$ cat config.mk
export PLATFORM = sky130hd
export DESIGN_NAME = multi_unit_fast_controller
export DESIGN_NICKNAME = d
export VERILOG_FILES = /design/src/rtl/fast_ctrl_pkg.sv /design/src/rtl/fast_stage_counter.sv /design/src/rtl/multi_unit_fast_controller.sv
export SDC_FILE = /design/constraint.sdc
export NUM_CORES = 1
export LEC_CHECK = 0
export ABC_AREA = 1
export ABC_CLOCK_PERIOD_IN_PS = 2230
export CORE_ASPECT_RATIO = 1.2
export CORE_MARGIN = 3
export CORE_UTILIZATION = 45
export CTS_CLUSTER_DIAMETER = 150
export CTS_CLUSTER_SIZE = 30
export DETAILED_ROUTE_END_ITERATION = 16
export DONT_BUFFER_PORTS = 1
export PLACE_DENSITY = 0.7
export SLEW_MARGIN = 10
export SYNTH_ARGS = -nofsm -noshare
export SYNTH_HDL_FRONTEND = slang
export SYNTH_SLANG_ARGS = --single-unit
$ cat constraint.sdc
create_clock -name clk_fast -period 2.23 [get_ports clk_fast]
set_input_delay 0.3345 -clock clk_fast [delete_from_list [all_inputs] [get_ports clk_fast]]
set_output_delay 0.3345 -clock clk_fast [all_outputs]
set_load 0.005 [all_outputs]
$ cat src/rtl/fast_ctrl_pkg.sv
// Shared state encoding, default parameters and width helpers
// for the multi-unit fixed-point extraction controller.
package fast_ctrl_pkg;

    localparam int DEF_N_SAMPLES = 128;
    localparam int DEF_MUL_LAT   = 3;
    localparam int DEF_N_UNITS   = 4;
    localparam int DEF_MAX_ITER  = 64;

    typedef enum logic [3:0] {
        ST_IDLE   = 4'd0,
        ST_LOAD_B = 4'd1,
        ST_MUL    = 4'd2,
        ST_MEAN   = 4'd3,
        ST_SUB    = 4'd4,
        ST_DECOR  = 4'd5,
        ST_NORM   = 4'd6,
        ST_CHECK  = 4'd7,
        ST_DONE   = 4'd8
    } fast_state_e;

    function automatic int clog2_min1(input int v);
        return (v > 1) ? $clog2(v) : 1;
    endfunction

    function automatic int max3(input int a, input int b, input int c);
        int m;
        m = (a > b) ? a : b;
        return (m > c) ? m : c;
    endfunction

endpackage

$ cat src/rtl/fast_stage_counter.sv
// Per-state cycle counter: cleared on state entry, counts while
// enabled, flags when the current count equals the stage length.
module fast_stage_counter #(
    parameter int W = 8
) (
    input  logic         clk_fast,
    input  logic         rst_fast,
    input  logic         load,
    input  logic         enable,
    input  logic [W-1:0] last,
    output logic [W-1:0] cnt,
    output logic         tc
);

    always_ff @(posedge clk_fast or posedge rst_fast) begin
        if (rst_fast) begin
            cnt <= '0;
        end else if (load) begin
            cnt <= '0;
        end else if (enable) begin
            cnt <= cnt + 1'b1;
        end
    end

    assign tc = (cnt == last);

endmodule

$ cat src/rtl/multi_unit_fast_controller.sv
// Sequencer for sequential multi-unit fixed-point extraction:
// drives datapath stage enables and tracks unit/iteration/timeouts.
module multi_unit_fast_controller
    import fast_ctrl_pkg::*;
#(
    parameter int N_SAMPLES = DEF_N_SAMPLES,
    parameter int MUL_LAT   = DEF_MUL_LAT,
    parameter int N_UNITS   = DEF_N_UNITS,
    parameter int MAX_ITER  = DEF_MAX_ITER
) (
    input  logic                             clk_fast,
    input  logic                             rst_fast,
    input  logic                             start,
    input  logic                             abort,
    input  logic                             conv_valid,
    input  logic                             converged,
    output logic                             fast_busy,
    output logic                             en_b,
    output logic                             en_mul,
    output logic                             en_mean,
    output logic                             en_sub,
    output logic                             en_decor,
    output logic                             en_norm,
    output logic [clog2_min1(N_UNITS)-1:0]   unit_idx,
    output logic [clog2_min1(N_UNITS)-1:0]   decor_sel,
    output logic [clog2_min1(MAX_ITER)-1:0]  iter_cnt,
    output logic                             done,
    output logic [N_UNITS-1:0]               timeout_mask
);

    localparam int UW = clog2_min1(N_UNITS);
    localparam int IW = clog2_min1(MAX_ITER);
    localparam int CW = clog2_min1(max3(N_SAMPLES, MUL_LAT, N_UNITS));

    localparam logic [UW-1:0] LAST_UNIT = UW'(N_UNITS - 1);
    localparam logic [IW-1:0] LAST_ITER = IW'(MAX_ITER - 1);

    fast_state_e        state, state_n;
    logic [UW-1:0]      unit_n;
    logic [IW-1:0]      iter_n;
    logic [N_UNITS-1:0] mask_n;

    logic          stage_load, stage_en, stage_tc;
    logic [CW-1:0] stage_last, stage_cnt;

    always_ff @(posedge clk_fast or posedge rst_fast) begin
        if (rst_fast) begin
            state        <= ST_IDLE;
            unit_idx     <= '0;
            iter_cnt     <= '0;
            timeout_mask <= '0;
        end else begin
            state        <= state_n;
            unit_idx     <= unit_n;
            iter_cnt     <= iter_n;
            timeout_mask <= mask_n;
        end
    end

    always_comb begin
        state_n    = state;
        unit_n     = unit_idx;
        iter_n     = iter_cnt;
        mask_n     = timeout_mask;
        stage_en   = 1'b0;
        stage_last = '0;
        fast_busy  = (state != ST_IDLE);
        en_b       = 1'b0;
        en_mul     = 1'b0;
        en_mean    = 1'b0;
        en_sub     = 1'b0;
        en_decor   = 1'b0;
        en_norm    = 1'b0;
        decor_sel  = '0;
        done       = 1'b0;
        case (state)
            ST_IDLE: begin
                if (start) begin
                    state_n = ST_LOAD_B;
                    unit_n  = '0;
                    iter_n  = '0;
                    mask_n  = '0;
                end
            end
            ST_LOAD_B: begin
                en_b    = 1'b1;
                state_n = ST_MUL;
            end
            ST_MUL: begin
                en_mul     = 1'b1;
                stage_en   = 1'b1;
                stage_last = CW'(MUL_LAT - 1);
                if (stage_tc) state_n = ST_MEAN;
            end
            ST_MEAN: begin
                en_mul     = 1'b1;
                en_mean    = 1'b1;
                stage_en   = 1'b1;
                stage_last = CW'(N_SAMPLES - 1);
                if (stage_tc) state_n = ST_SUB;
            end
            ST_SUB: begin
                en_sub  = 1'b1;
                state_n = (unit_idx != '0) ? ST_DECOR : ST_NORM;
            end
            ST_DECOR: begin
                // one cycle per earlier unit, selected by the stage count
                en_decor   = 1'b1;
                stage_en   = 1'b1;
                stage_last = CW'(unit_idx) - 1'b1;
                decor_sel  = UW'(stage_cnt);
                if (stage_tc) state_n = ST_NORM;
            end
            ST_NORM: begin
                en_norm = 1'b1;
                state_n = ST_CHECK;
            end
            ST_CHECK: begin
                if (conv_valid) begin
                    if (converged || iter_cnt == LAST_ITER) begin
                        if (!converged) mask_n[unit_idx] = 1'b1;
                        if (unit_idx == LAST_UNIT) begin
                            state_n = ST_DONE;
                        end else begin
                            unit_n  = unit_idx + 1'b1;
                            iter_n  = '0;
                            state_n = ST_LOAD_B;
                        end
                    end else begin
                        iter_n  = iter_cnt + 1'b1;
                        state_n = ST_LOAD_B;
                    end
                end
            end
            ST_DONE: begin
                done    = 1'b1;
                unit_n  = '0;
                iter_n  = '0;
                state_n = ST_IDLE;
            end
            default: begin
                state_n = ST_IDLE;
                unit_n  = '0;
                iter_n  = '0;
            end
        endcase
        // abort wins over every transition; the timeout record survives
        if (abort) begin
            state_n = ST_IDLE;
            unit_n  = '0;
            iter_n  = '0;
            mask_n  = timeout_mask;
        end
    end

    assign stage_load = (state_n != state);

    fast_stage_counter #(
        .W (CW)
    ) u_stage_counter (
        .clk_fast (clk_fast),
        .rst_fast (rst_fast),
        .load     (stage_load),
        .enable   (stage_en),
        .last     (stage_last),
        .cnt      (stage_cnt),
        .tc       (stage_tc)
    );

endmodule

# --- Word level (Yosys, flattened, before mapping) ---
# Cells that the tools add are included.
# Widths: inputs -> output; s select.
op_classes:
  addsub: 4
  magnitude_cmp: 2
  eq_ne: 22
  muxes: 41
  bitwise_logic: 2
  reduce_logical: 13
op_table:
  columns: ["cell", "n"]
  rows:
  - ["$mux 4", 12]
  - ["$pmux 4 s8", 1]
  - ["$mux 6", 5]
  - ["$pmux 7 s3", 1]
  - ["$pmux 6 s3", 1]
  - ["$eq 4x3->1 const B", 4]
  - ["$mux 2", 7]
  - ["$mux 7", 2]
  - ["$ne 3x3->1 const B", 4]
  - ["$mux 1", 9]
  - ["$eq 4x2->1 const B", 2]
  - ["$ne 2x2->1 const B", 4]
  - ["$pmux 4 s2", 1]
  - ["$add 7x1->7 const B", 1]
  - ["$eq 7x7->1", 1]
  - ["$add 6x1->6 const B", 1]
  - ["$eq 6x6->1 const B", 1]
  - ["$pmux 2 s3", 1]
  - ["$reduce_and 6->1", 1]
  - ["$reduce_bool 2->1", 3]
  - ["$reduce_or 6->1", 1]
  - ["$reduce_and 5->1", 1]
  - ["$eq 4x1->1 const B", 1]
  - ["$eq 4x4->1 const B", 1]
  - ["other kinds (18)", 18]
word_totals:
  reg_bits: 23
  in_bits: 6
  output_inout_bits: 22

# --- Longest topological paths before layout ---
# Gate-level depths: netlist of run 1.
logic_depth:
  ltp_word: 9
  depth_mapped: 16

# --- By module ---
# A second synthesis of run 1 with hierarchy kept.
hier_totals:
  hier_cells: 271
  area_unflattened_um2: 1813.0
modules_own_cells:
  columns: ["mod", "n_inst", "cells_each", "area_each_um2", "seq_area_each_um2"]
  rows:
  - ["multi_unit_fast_controller", 1, 190, 1311.3, 400.4]
  - ["fast_stage_counter", 1, 81, 501.7, 175.2]

# --- Least setup slack after synthesis of run 1 ---
# Ideal clock, no wire load.
synth_path:
  kind: "flip-flop to flip-flop"
  from: "reg unit_idx[0]"
  to: "reg u_stage_counter.cnt[0]"
  setup_ns: 0.071
  arrival_time_ns: 1.771
  required_ns: 2.159
  slack_ns: 0.388
  stages_incl_launch_ff: 16
  n_path_buf: 0
  cell_sequence: "dfrtp_1 inv_1 ha_1 nand2_2 nand2_4 nand2_2 nand2_2 nor2_4 nand2_2 nand2_1 nand3_2 nand2_1 nand2_1 nand2_2 nand3_4 nor2_2"
synth_via:
  elab_chain_len: 8
synth_lines:
  columns: ["item", "line", "source"]
  rows:
  - ["start: declaration", "multi_unit_fast_controller.sv:24", "output logic [clog2_min1(N_UNITS)-1:0] unit_idx,"]
  - ["start signal: assignment", "multi_unit_fast_controller.sv:54", "unit_idx <= unit_n;"]
  - ["$sub 2x1->3 or $eq 2x2->1 (tied branches)", "multi_unit_fast_controller.sv:110, multi_unit_fast_controller.sv:122", null]
  - ["$pmux 7 s3 or $mux 4 (tied branches)", "multi_unit_fast_controller.sv:76, multi_unit_fast_controller.sv:122", null]
  - ["$eq 7x7->1 or $mux 4 (tied branches)", "fast_stage_counter.sv:25, multi_unit_fast_controller.sv:120", null]
  - ["$mux 4 (on tied branches)", null, null]
  - ["$pmux 4 s8 *", "multi_unit_fast_controller.sv:76", "case (state)"]
  - ["$mux 4 *", "multi_unit_fast_controller.sv:148", "if (abort) begin"]
  - ["$ne 4x4->1 *", "multi_unit_fast_controller.sv:156", "assign stage_load = (state_n != state);"]
  - ["$mux 7 or $reduce_bool 2->1 (tied branches)", null, null]
  - ["end signal: assignment", "fast_stage_counter.sv:21", "cnt <= cnt + 1'b1;"]
  - ["end: declaration", "fast_stage_counter.sv:11", "output logic [W-1:0] cnt,"]
# Every way passes the cells marked *; elsewhere a longest branch is shown, timed or not.
# A chain may end at the register's enable or synchronous reset.

# --- Worst setup path in the final report of run 1 ---
layout_path:
  from: "reg state[1]"
  to: "reg iter_cnt[4]"
layout_via:
  elab_chain_len: 4
layout_lines:
  columns: ["item", "line", "source"]
  rows:
  - ["start: declaration", "multi_unit_fast_controller.sv:38", "fast_state_e state, state_n;"]
  - ["start signal: assignment", "multi_unit_fast_controller.sv:53", "state <= state_n;"]
  - ["$eq 4x3->1, or another cell as far along", "multi_unit_fast_controller.sv:76", null]
  - ["$reduce_or 6->1 (no source line)", null, null]
  - ["$pmux 6 s3 or $ne 2x1->1 (tied branches)", null, null]
  - ["$mux 6 or $reduce_and 4->1 (tied branches)", null, null]
  - ["end signal: assignment", "multi_unit_fast_controller.sv:55", "iter_cnt <= iter_n;"]
  - ["end: declaration", "multi_unit_fast_controller.sv:26", "output logic [clog2_min1(MAX_ITER)-1:0] iter_cnt,"]
# Parallel ways exist; a longest one is shown, timed or not.

==> results of run 1 <==
-- kinds of logic after synthesis --
| logic type | count (synthesis) |
|---|---|
| compound gates | 25 |
| xor+xnor | 6 |
| fa+ha+maj | 7 |
| buf+inv | 43 |
| flops | 23 |
| simple gates | 115 |
-- metrics by stage --
stage                     instance area (sq um)  hold WS [ns]
final                                      1773        0.2616
after floorplan                            1643        0.3364
after global routing                       1773        0.2470
after global placement                     1697        0.2934
after CTS                                  1752        0.2437
after detailed placement                   1697        0.2965
-- power groups by stage --
stage / combinational, uW / clock, uW / sequential [uW]
final: 725 / 264 / 510
after global routing: 826 / 291 / 519
after CTS: 720 / 277 / 507
after detailed placement: 716 / 0 / 515
after global placement: 713 / 0 / 515
after floorplan: 608 / 0 / 503
-- state kept, by name, indices dropped and copies added (netlist names) --
name / cells
iter_cnt: 6
timeout_mask: 4
u_stage_counter.cnt: 7
unit_idx: 2
state: 4
-- how the worst min path moves through the flow --
stage                  endpoint  cells past startpoint
CTS                    state[3]                      2
global route           state[3]                      2
finish                 state[3]                      2
floorplan           iter_cnt[0]                      1
global placement    iter_cnt[4]                      2
detailed placement  iter_cnt[4]                      2
-- placed cells by master (no fill, tap or decap), drive strengths merged --
| cell | n |
|---|---|
| a22oi | 1 |
| nor3 | 6 |
| dlygate4sd3 | 1 |
| nand3b | 1 |
| o21ai | 12 |
| clkbuf | 4 |
| xnor2 | 1 |
| buf | 1 |
| and3 | 1 |
| inv | 42 |
| nor4 | 1 |
| nand4 | 2 |
| dfrtp | 23 |
| a21oi | 9 |
| nor2 | 34 |
| xor2 | 5 |
| o21a | 3 |
| nor3b | 1 |
| clkinv | 1 |
| nand3 | 24 |
| nand2 | 45 |
| ha | 7 |
-- per-layer routing --
layer  vias up  track usage [%]  part of all wire (%)
met5         -                0                     0
met4         0            7.470                   1.9
met3         7            3.737                   6.2
met2        32            29.41                    49
met1       631            22.77                    43
li1        700                -                     -
-- worst max-delay path: cells and delay by family (launching register included) --
kind	cells	cell delay [ns]
flip-flops	1	0.48
AO/OA/AOI/OAI	4	0.55
AND/OR/NAND/NOR	5	0.74
buffers and inverters	2	0.13
-- what timing repair did --
item	CTS	global route
setup endpoints to repair	0	7
hold endpoints to repair	11	0
gates resized for setup	0	6
hold buffers	1	0
-- cell type report --
cell class | count | area share, %
multi-input cells | 153 | 52.22
well taps | 37 | 2.611
clock buffers | 4 | 2.541
repair buffers | 2 | 0.9880
flip-flops and latches | 23 | 32.53
inverters | 43 | 9.104
==> flow_summary_export.csv, run 1 <==
group,metric,value,unit
run_status,status,"complete, no violations",
placement,place.gp.congestion,0.9264,
cells_and_area,fin_cells,262,
cells_and_area,fin_util,51.77,%
synthesis,synthMostInstantiatedCell,"inv_1",
synthesis,synth_edf_count,0,
power_and_ir_drop,seqPwrFrac,34.0,%
worst_setup_path,crit_path_end_kind,"register",
power_and_ir_drop,powerDensity,845.7,mW/mm^2
cells_and_area,nets,239,
synthesis,synth_ff_type,"dfrtp_1",
routing,first_pass_iters,4,
cts,clk_latency,0.27,ns
cts,htreeDepth,1,
power_and_ir_drop,finalPower,1499,uW
cells_and_area,syn_to_final_growth,7.921,%
floorplan,die_area,0.004414,sq mm
global_route,grt_overflow_total,0,
cts,cts_buffer_depth,2,
worst_setup_path,cp-startpoint,"state[1]",
hold_path,holdCritPathClass,"input port to register",
worst_setup_path,critPathMaxFanout,7,
timing,fin_tns_setup,0,ns
placement,port_buffers,0,
cells_and_area,num-fill-cells,352,
cts,postCtsSetupBuffers,0,
job,maxCapViolCount,0,
synthesis,synth-xor-area-share,3.199,%
floorplan,die_y,72.19,um
cts,cts_made_buffers,3,
synthesis,synth_top_family_by_area,"simple AND/OR/NAND/NOR gates",
synthesis,synth_top_area_share,35.03,%
cts,clkTransAtPathRegs,0.08,ns
cts,cts_tree,"done",
routing,vias,1370,
floorplan,start_util,47.97,%
synthesis,yosys.area_share.adder,5.331,%
floorplan,core_area,0.003425,sq mm
worst_setup_path,crit_slowest_cell,"dfrtp_1",
routing,wl_per_cell,13.39,um
power_and_ir_drop,p_int,817.8,uW
cells_and_area,drive_gt1_share,19.56,%
synthesis,synth_compound_gate_area_share,8.454,%
timing,setup_viol,0,
synthesis,ys_types,29,
timing,fin_crit_sh,90.55,%
synthesis,syn_nets,232,
floorplan,die_x,61.16,um
routing,drt_first_iter_violations,87,
power_and_ir_drop,clock_power_share,17.6,%
power_and_ir_drop,peakVddDrop,459.0,uV
timing,maxSlewHeadroom,80.06,%
hold_path,hp-start,"conv_valid",
cells_and_area,seq_area,576.8,sq um
timing,maxSlewViolCount,0,
worst_setup_path,worstSetupPathType,"register to register",
global_route,grt_pass1_vias,1384,
worst_setup_path,max_stage_delay,0.48,ns
routing,ant_nets,0,
routing,wirelength,3508,um
cells_and_area,multi_input_area,925.9,sq um
synthesis,ys_seq_area_share,35.03,%
global_route,grtUsageTotal,18.06,%
worst_setup_path,critPathRequiredTime,2.39,ns
global_route,antenna_found_initial,0,
synthesis,yosysTopAreaCell,"dfrtp_1",
worst_setup_path,r2r_cells,11,
synthesis,synthTopCellsByArea,"dfrtp_1 35%, inv_1 8.7%, nand2_1 7.8%, nand3_1 6.1%, ha_1 5.3%",
power_and_ir_drop,power_switching,681.5,uW
routing,drc,0,
routing,vias_per_cell,5.229,
global_route,grt_max_degree,24,
worst_setup_path,crit_chain,"nor2_1 > nand2_1 > nand2_1 > inv_1 > a22oi_1 > o21ai_2 > nor2_2 > inv_1 > nand2_1 > o21ai_0 > o21a_1",
timing,fmax,495.2,MHz
synthesis,synth-async-reset-ratio,100.0,%
timing,layout_setup_ws,0.2108,ns
timing,fin_crit,2.019,ns
worst_setup_path,start_kind,"register",
synthesis,yosys_warnings,0,
worst_setup_path,crit_top_cell,"nand2_1",
cells_and_area,antennaDiodeCount,0,
cts,cts-root-buf,"clkbuf_8",
cts,clock_sinks,23,
worst_setup_path,cp_data_arrival_time,2.18,ns
global_route,grt_pass1_wl,6120,um
timing,worst_pin_slew,0.2964,ns
power_and_ir_drop,p_comb_share,48.4,%
synthesis,ys_top_cells_by_count,"38 x inv_1, 34 x nand2_1, 23 x dfrtp_1",
synthesis,synth_mux_area_share,0,%
worst_setup_path,worstReg2RegStart,"state[1]",
worst_setup_path,r2r_slack,0.21,ns
worst_setup_path,critPathCapture,"iter_cnt[4]",
placement,dpl.hpwl,2722,um
power_and_ir_drop,swShare,45.46,%
synthesis,post_synth_and_or_nand_nor_area_fraction,38.16,%
placement,pre_cts_slack,0.05849,ns
synthesis,syn_inst,219,
synthesis,syn_area,0.001643,sq mm
placement,dp_cells,257,
timing,finalHoldViolCount,0,
timing,skew,0.006252,ns
power_and_ir_drop,p_leak,0.0008941,uW
worst_setup_path,rr_endpoint,"iter_cnt[4]",
floorplan,core.rowCount,23,
synthesis,synth_seq_cells,23,
synthesis,synth_area_per_cell,7.501,sq um
floorplan,ios,28,
No activity file was read; power rests on OpenSTA's default activity.
==> run 2, diff against run 1 <==
Settings changed: CAP_MARGIN set to 20, SYNTH_HIERARCHICAL set to 1.
==> run 2 against run 1 <==
Against the previous run: the run now ends with setup timing left; global-route usage is 1.9 points higher; first-iteration DRC count decreased by 32%; final cell count rose by 38%; critical endpoint is now u_stage_counter/cnt[2]; largest cell class unchanged.
==> flow_summary_export.csv, run 2 <==
group,metric,value,unit
timing,fin_crit_sh,120.8,%
timing,fin_crit,2.693,ns
routing,first_pass_iters,4,
routing,drt_first_iter_violations,59,
cells_and_area,multi_input_area,0.001187,sq mm
synthesis,ys_top_cells_by_count,"78 x nand2_1, 34 x inv_1, 25 x nor2_1",
timing,maxSlewViolCount,0,
power_and_ir_drop,p_leak,0.001195,uW
global_route,grtUsageTotal,19.92,%
cells_and_area,final_cell_mix,"68 x nand2_1, 33 x buf_4, 29 x inv_1",
worst_setup_path,cp_data_arrival_time,2.87,ns
global_route,grt_max_degree,17,
timing,worst_pin_slew,0.6525,ns
routing,vias,1829,
cts,cts_made_buffers,3,
cells_and_area,largest_reg_flops,7,
timing,fmax,371.3,MHz
cells_and_area,seq_area,579.3,sq um
worst_setup_path,start_kind,"register",
synthesis,synthMostInstantiatedCell,"nand2_1",
synthesis,syn_nets,284,
run_status,violations,"setup timing",
cells_and_area,num-fill-cells,349,
routing,wl_per_cell,12.94,um
floorplan,die_y,75.53,um
synthesis,synth_edf_count,0,
routing,ant_nets,0,
timing,layout_setup_ws,-0.4634,ns
cells_and_area,syn_to_final_growth,28.99,%
placement,place.gp.congestion,0.8733,
routing,wirelength,4685,um
power_and_ir_drop,peakVddDrop,488.1,uV
run_status,status,"complete, but fails checks",
worst_setup_path,crit_path_end_kind,"register",
worst_setup_path,critPathMaxFanout,7,
timing,holdWs,0.02171,ns
cells_and_area,final_common_cell,"nand2_1",
cells_and_area,largestRegisters,"u_stage_counter/cnt x7, iter_cnt x6",
floorplan,ios,28,
synthesis,synth_area_per_cell,6.690,sq um
cells_and_area,top_register,"u_stage_counter/cnt",
cts,cts_tree,"done",
synthesis,synthTopCellsByArea,"dfrtp_1 32%, nand2_1 16%, inv_1 7.0%, nand3_1 6.3%, nor2_1 5.2%",
cells_and_area,fin_util,62.30,%
cells_and_area,drive_gt1_share,37.10,%
cts,clk_latency,0.28,ns
timing,finalHoldViolCount,0,
synthesis,yosysTopAreaCell,"dfrtp_1",
routing,vias_per_cell,5.052,
power_and_ir_drop,finalPower,1714,uW
cts,cts-root-buf,"clkbuf_8",
synthesis,synth_ff_type,"dfrtp_1",
power_and_ir_drop,powerDensity,733.0,mW/mm^2
global_route,antenna_found_initial,0,
global_route,grt_pass1_wl,7652,um
timing,rsz0062_at_grt,"true",
synthesis,syn_inst,271,
cts,cts_buffer_depth,2,
floorplan,die_area,0.004829,sq mm
cts,clkTransAtPathRegs,0.09,ns
cts,clock_sinks,23,
floorplan,start_util,48.30,%
cells_and_area,antennaDiodeCount,0,
synthesis,ys_types,29,
global_route,grt_overflow_total,0,
worst_setup_path,critPathRequiredTime,2.41,ns
synthesis,yosys_warnings,6,
synthesis,synth_seq_cells,23,
floorplan,core_area,0.003754,sq mm
floorplan,die_x,63.94,um
job,maxCapViolCount,0,
placement,dpl.hpwl,3411,um
synthesis,syn_area,0.001813,sq mm
synthesis,synth_top_area_share,31.75,%
cts,htreeDepth,1,
timing,maxSlewHeadroom,56.45,%
hold_path,holdCritPathClass,"input port to asynchronous set/reset pin",
timing,setup_viol,7,
worst_setup_path,worstSetupPathType,"register to register",
placement,port_buffers,0,
routing,drc,0,
floorplan,core.rowCount,24,
cells_and_area,nets,324,
timing,skew,0.01215,ns
global_route,grt_pass1_vias,1808,
synthesis,ys_seq_area_share,31.75,%
synthesis,synth-async-reset-ratio,100.0,%
-- run 2: changes by cell type after synthesis, sizes merged, moves of 2 or more --
cell   previous run  this run
inv              42        46
o21a              3         0
nand3            24        26
a21oi             9         7
xor2              5         0
nor2             34        39
nand2            45        84
o21ai            12        22
-- run 2: path summary, 6_finish.rpt --
kind,startpoint,end,slack [ns],cells past startpoint
min reg2reg,timeout_mask[2],timeout_mask[2],0.55,2
min,rst_fast,timeout_mask[1],0.02,1
max reg2reg,state[3],u_stage_counter/cnt[2],-0.46,22
min in group clk_fast,abort,iter_cnt[2],0.22,3
max,state[3],u_stage_counter/cnt[2],-0.46,22
max in group asynchronous,rst_fast,u_stage_counter/cnt[5],1.61,2
-- run 2: cell type report --
type | instances | share of cell area (%)
sequential | 23 | 24.77
inverter | 48 | 8.079
multi-input combinational | 200 | 50.78
tap | 52 | 2.782
clock buffer | 3 | 1.766
timing repair buffer | 35 | 11.50
clock inverter | 1 | 0.3210
-- run 2: where the power goes --
group	leakage [uW]	total (uW)	internal [uW]	switching, uW
combinational	0.000860	957	346	611
clock	0.0000217	275	127	148
sequential	0.000314	482	447	34.4
total	0.00120	1710	920	794
-- run 2: kinds of logic after synthesis --
group	Yosys count	synth area share, %
DFF	23	31.75
and+or+nand+nor	159	42.51
xor gates and xnor gates	2	0.9664
adders and majority gates	7	4.831
AOI/OAI and AO/OA	31	9.662
buffers and inverters	49	10.28
-- run 2: stage by stage --
stage / cells / setup slack, ns / area [sq um] / setup TNS (ns)
2_1_floorplan: 271 / -0.3010 / 1833 / -1.881
3_3_place_gp: 350 / -0.4430 / 2103 / -2.846
3_5_place_dp: 350 / -0.5015 / 2103 / -3.278
4_1_cts: 364 / -0.3697 / 2266 / -2.660
5_1_grt: 362 / -0.6308 / 2338 / -4.262
6_report: 362 / -0.4634 / 2338 / -2.893
-- run 2: repair_timing --
item	4_1_cts	5_1_grt
setup buffers	8	4
hold endpoints to repair	7	0
gates cloned	1	0
resized for setup	13	27
pin swaps	9	19
hold buffers	1	0
endpoints found under the setup margin	8	10
-- run 2: critical path, stage by stage, from the launching register on --
cell and delay, ns:
dfrtp_2 0.47, nor2_8 0.13, nand2_4 0.09, inv_4 0.07, nand2_4 0.05, nand2_4 0.10
inv_2 0.03, nand2_1 0.05, nand2_1 0.05, nor2_1 0.12, nand2_1 0.11, nor2_4 0.16
nand3_2 0.11, o21ai_2 0.17, nand2_1 0.09, nand2_1 0.06, nand4_1 0.06, nor2_1 0.12
nand2_2 0.10, nor2_4 0.16, inv_4 0.08, a21oi_2 0.16, a21oi_2 0.04
-- run 2: routing by layer --
| layer | routed length [um] | vias up | track usage (%) |
|---|---|---|---|
| li1 | - | 925 | - |
| met1 | 2005 | 847 | 22.75 |
| met2 | 2324 | 46 | 36.28 |
| met3 | 241 | 11 | 3.835 |
| met4 | 113 | 0 | 9.113 |
| met5 | 0 | - | 0 |
